[src/rtl/mealy_moore_detector_pkg.sv]
// Shared definitions for the 10101 serial pattern detectors.
// State encoding is common to the Mealy and Moore machines.
package mealy_moore_detector_pkg;

    localparam int PATTERN_LEN = 5;
    localparam logic [PATTERN_LEN-1:0] PATTERN = 5'b10101;

    // Each state names the longest pattern prefix matched so far
    typedef enum logic [2:0] {
        S0 = 3'd0,
        S1 = 3'd1,
        S2 = 3'd2,
        S3 = 3'd3,
        S4 = 3'd4,
        S5 = 3'd5
    } state_e;

endpackage

[src/rtl/mealy_moore_detector_mealy.sv]
// Mealy detector for 10101: the flag rises while the final bit is on din.
// Overlap is handled by falling back to S3 after a hit.
module mealy_moore_detector_mealy
    import mealy_moore_detector_pkg::*;
(
    input  logic clk,
    input  logic rst,
    input  logic din,
    output logic flag
);

    state_e state_q;
    state_e state_d;

    always_comb begin
        state_d = S0;
        case (state_q)
            S0:      state_d = din ? S1 : S0;
            S1:      state_d = din ? S1 : S2;
            S2:      state_d = din ? S3 : S0;
            S3:      state_d = din ? S1 : S4;
            S4:      state_d = din ? S3 : S0;
            default: state_d = S0;
        endcase
    end

    always_ff @(posedge clk or posedge rst) begin
        if (rst) begin
            state_q <= S0;
        end else begin
            state_q <= state_d;
        end
    end

    assign flag = (state_q == S4) && din;

endmodule

[src/rtl/mealy_moore_detector_moore.sv]
// Moore detector for 10101: S5 marks a completed match, flag is registered.
// The flag flop tracks the next state so it is high exactly while in S5.
module mealy_moore_detector_moore
    import mealy_moore_detector_pkg::*;
(
    input  logic clk,
    input  logic rst,
    input  logic din,
    output logic flag
);

    state_e state_q;
    state_e state_d;
    logic   flag_q;
    logic   flag_d;

    always_comb begin
        state_d = S0;
        case (state_q)
            S0:      state_d = din ? S1 : S0;
            S1:      state_d = din ? S1 : S2;
            S2:      state_d = din ? S3 : S0;
            S3:      state_d = din ? S1 : S4;
            S4:      state_d = din ? S5 : S0;
            S5:      state_d = din ? S1 : S4;
            default: state_d = S0;
        endcase
        flag_d = (state_d == S5);
    end

    always_ff @(posedge clk or posedge rst) begin
        if (rst) begin
            state_q <= S0;
            flag_q  <= 1'b0;
        end else begin
            state_q <= state_d;
            flag_q  <= flag_d;
        end
    end

    assign flag = flag_q;

endmodule

[src/rtl/mealy_moore_detector.sv]
// Runs a Mealy and a Moore 10101 detector side by side on one stream.
// The Moore flag is the Mealy flag delayed by one clock.
module mealy_moore_detector
    import mealy_moore_detector_pkg::*;
(
    input  logic clk,
    input  logic rst,
    input  logic din,
    output logic mealy_flag,
    output logic moore_flag
);

    mealy_moore_detector_mealy u_mealy (
        .clk  (clk),
        .rst  (rst),
        .din  (din),
        .flag (mealy_flag)
    );

    mealy_moore_detector_moore u_moore (
        .clk  (clk),
        .rst  (rst),
        .din  (din),
        .flag (moore_flag)
    );

endmodule

[config.mk]
export PLATFORM = sky130hd
export DESIGN_NAME = mealy_moore_detector
export DESIGN_NICKNAME = d
export VERILOG_FILES = /design/src/rtl/mealy_moore_detector_pkg.sv /design/src/rtl/mealy_moore_detector_mealy.sv /design/src/rtl/mealy_moore_detector_moore.sv /design/src/rtl/mealy_moore_detector.sv
export SDC_FILE = /design/constraint.sdc
export NUM_CORES = 1
export LEC_CHECK = 0
export CORE_AREA = 4 4 41 43
export DETAILED_ROUTE_END_ITERATION = 8
export DIE_AREA = 0 0 45 47
export PLACE_DENSITY_LB_ADDON = 0.1
export SLEW_MARGIN = 25
export SYNTH_ARGS = -nofsm -noshare
export SYNTH_HDL_FRONTEND = slang
export SYNTH_SLANG_ARGS = --single-unit
[constraint.sdc]
create_clock -name clk -period 3 [get_ports clk]
set_input_delay 0.3 -clock clk [delete_from_list [all_inputs] [get_ports clk]]
set_output_delay 0.3 -clock clk [all_outputs]
set_load 0.01 [all_outputs]
Word level (Yosys, flattened, before mapping)
Cells that the tools add are included.

Output and inout port bits: 2. Bits in registers: 7. Input bits: 3. Word-level logic and storage cells: 25.

Equal/unequal tests: 10. Multiplexer cells: 7. Reduce and logical (&&, ||, !) cells: 5.

Operators with widths (number): $pmux 3 s5 (1); $eq 3x2->1 const B (4); $eq 3x3->1 const B (4); $pmux 3 s4 (1); $eq 3x1->1 const B (2); $logic_not 3->1 (2); $mux 3 (2); $mux 2 (2); $reduce_or 2->1 (2); $logic_and 1x1->1 (1); $mux 1 (1).

Logic depth before layout (Yosys ltp)
Word-level depth: 4. Gate-level depth with buffers: 3. Gate-level depth less buffers: 2.

Hierarchy
A second synthesis with hierarchy kept.

Cells, all modules: 25. Area, all modules: 311.5 um^2.

Modules (own cells, without submodules): mealy_moore_detector_moore (instances 1, area an instance 171.4 um^2, seq. area each 100.1 um^2, cells an instance 14); mealy_moore_detector_mealy (instances 1, area an instance 140.1 um^2, seq. area each 75.1 um^2, cells an instance 11).

Worst setup path after synthesis
No wires, ideal clock.

Path kind: input port to output port. Start point: in din. End point: out mealy_flag. Required time: 2700 ps. Setup slack: 1716 ps. Arrival time: 984 ps. Cell stages on the path: 3. Buffers on the path: 1. Cell sequence: buf_6 > or2b_1 > nor3b_1.

Longest elaborated chain between the ends: 1.

Ends and longest elaborated chain: start: declaration (line mealy_moore_detector.sv:8) `input logic din,`; $logic_and 1x1->1 (line mealy_moore_detector_mealy.sv:35) `assign flag = (state_q == S4) && din;`; end: declaration (line mealy_moore_detector.sv:9) `output logic mealy_flag,`.

Every way passes these cells.

Final worst setup path
Ends and elaborated chain as after synthesis.

==> metrics <==
CP Capture Type=primary output; Tot GR Track Use=6.62%; EDFF count, synth=0; Mapped Cells=26; grt ovf=0; pre-CTS setup slack=0.686 ns; CTS tree=built; ys async rst share=100%; CP max stage cell=clkdlybuf4s50_1; Hold WC Path Type=input pin to asynchronous set/reset pin; Avg Synthesized Cell Area=12.7 um2; Max-Cap Viols=0; PostCTS Resize Cnt=0; Worst Max-Slew Pin Slew=0.303 ns; largest net degree at the start of global routing=11; Synth Cell Area=329 um2; clk sinks=7; setup_tns=0 ns; top cells by count, synth=dfrtp_1, nor3b_1, o21ai_0, xnor2_1; Synth Area in XOR/XNOR=5.32%; first-pass GRT wire length=910 um; fin cells=48; status=completed; Fin. Hold Viols=0; Reg clk slew, reported paths=0.05 ns; crit-path cells=clkdlybuf4s50_1 > or2b_1 > nor3b_1 > clkdlybuf4s50_1; Leak=0.162 nW; Synth area leader=dfrtp_1; most frequent CP cell=clkdlybuf4s50_1; CP bufs+invs=2; post-CTS setup buffers=0; yosys warns=0; I/O Pins=5; Worst Path Arrival=1.99 ns; maximum vdd ir drop=0.166 mV; Die Ht=47 um; die footprint=2120 um2; IO Port Bufs=4; complex-gate fraction of the synthesized area=9.51%; #FFs+latches synth=7; clock root buffer master=clkbuf_4; site row count=13; Crit Path Max Fanout=10; Slew HR=79.8%; Synthesized Nets=29; Num CTS Buffers=3; RSZ-0062 raised after global routing=no; Clock H-tree levels=1; share of the synthesized area in the top cell type=53.2%; nets@finish=37; share of cells above drive strength 1=21.2%; Setup violations, final=0; Tot Pwr=0.000217 W; antenna-violating nets left=0; dpl cells=44; Worst EP required=2.70 ns; hold buffers post-CTS=0; Layout area overhead=22.4%; Final Core Density=31.0%; 1st-pass router iterations=2; Core Area=1300 um2; CTS max path bufs=2; Post-Route WL=532 um; slowest stage delay, CP=0.64 ns; vias per cell=4.42; gpl congestion=0.594; Final WS setup=0.713 ns; Layout Skew=0.0000709 ns; clock latency on the worst-skew pair=0.25 ns; fill count=143; Initial Util=25.3%; Die Width=45 um; n_diodes=0; crit path kind=input pin to primary output; Area contributors post-synth=dfrtp_1, xnor2_1, nor3b_1, or4b_4, and4bb_2; clock period minus worst slack=2.29 ns; multiplexer share of the synthesized area=0%; Synth Flop Type=dfrtp_1; vias in the first global route=213; main combinational cell family by area after synthesis=simple AND/OR/NAND/NOR gates; post-synth cell types=17; DRC Markers=0; initial antenna violation count=0; delay-heaviest family, CP=buffers and inverters; fmax=437 MHz; post-synthesis sequential area ratio=53.2%; pins over their slew limit=0; CP startpoint kind=input pin; wire length per cell=11.1 um; initial drt markers=1; Post-Synth Simple-Gate Area=27.4%; DR vias=212; fin crit share=76.2%; adder-cell share of the synthesized area=0%; most frequent cell after synthesis=dfrtp_1; PD cells=538 nW/um2; DP HPWL=353 um
==> kinds of logic (layout without fill, tap and decap cells) <==
family,Yosys count,count (layout)
AND/OR/NAND/NOR,10,10
flip-flops,7,7
AO/OA/AOI/OAI,5,5
buffers and inverters,2,9
XOR/XNOR,2,2
==> power breakdown <==
part           total (W)  switching (W)  internal [W]  leakage (nW)
Clock          0.0000866      0.0000358     0.0000508        0.0150
Combinational  0.0000217     0.00000845     0.0000132        0.0562
Sequential      0.000108     0.00000736      0.000101        0.0908
==> cell type report <==
type	instances	area (um2)	share of cell area (%)
Inverter	1	3.75	0.932
Clock buffer	4	26.3	6.52
Tap cell	15	18.8	4.66
Timing Repair Buffer	4	40.0	9.94
Multi-Input combinational cell	17	139	34.5
Sequential cell	7	175	43.5
==> cells in the final DEF, fill, tap and decap left out, drive strengths merged <==
cell type,n
a21boi,1
a21oi,1
and2,1
and4bb,1
clkbuf,4
clkdlybuf4s50,4
dfrtp,7
inv,1
nand2b,1
nand3b,1
nand4bb,1
nor3b,2
o21ai,3
or2b,1
or3b,1
or4b,1
xnor2,2
==> registers in the layout (all words and copies together) (netlist names) <==
signal / flops
u_moore.flag: 1
u_mealy.state_q: 3
u_moore.state_q: 3
==> per-layer routing <==
layer / vias up / part of all wire (%) / GRT usage, %
li1: 107 / - / -
met4: 0 / 0 / 7.02
met1: 101 / 50 / 7.49
met5: - / 0 / 0
met3: 0 / 6.6 / 3.45
met2: 4 / 43 / 8.47
==> worst paths after layout <==
path	endpoint	startpoint	cells after the start	slack, ns
max reg2reg	u_mealy.state_q[1]	u_mealy.state_q[1]	2	1.91
max	mealy_flag	din	4	0.71
max in group asynchronous	u_mealy.state_q[0]	rst	2	2.51
min reg2reg	u_moore.state_q[1]	u_moore.state_q[2]	1	0.47
min in group clk	u_moore.state_q[1]	u_moore.state_q[2]	1	0.47
min	u_moore.flag	rst	2	0.28
==> through the flow <==
| stage | area (um2) | hold WS, ns |
|---|---|---|
| 5_1_grt | 403 | 0.314 |
| 3_5_place_dp | 377 | 0.470 |
| 3_3_place_gp | 377 | 0.468 |
| 4_1_cts | 403 | 0.282 |
| 2_1_floorplan | 329 | 0.103 |
| 6_report | 403 | 0.280 |
==> worst reg2reg max path: stages, from the launching register on <==
cell	delay, ns
dfrtp_1	0.43
or4b_4	0.53
o21ai_2	0.06
(Power assumes the default switching activity.)
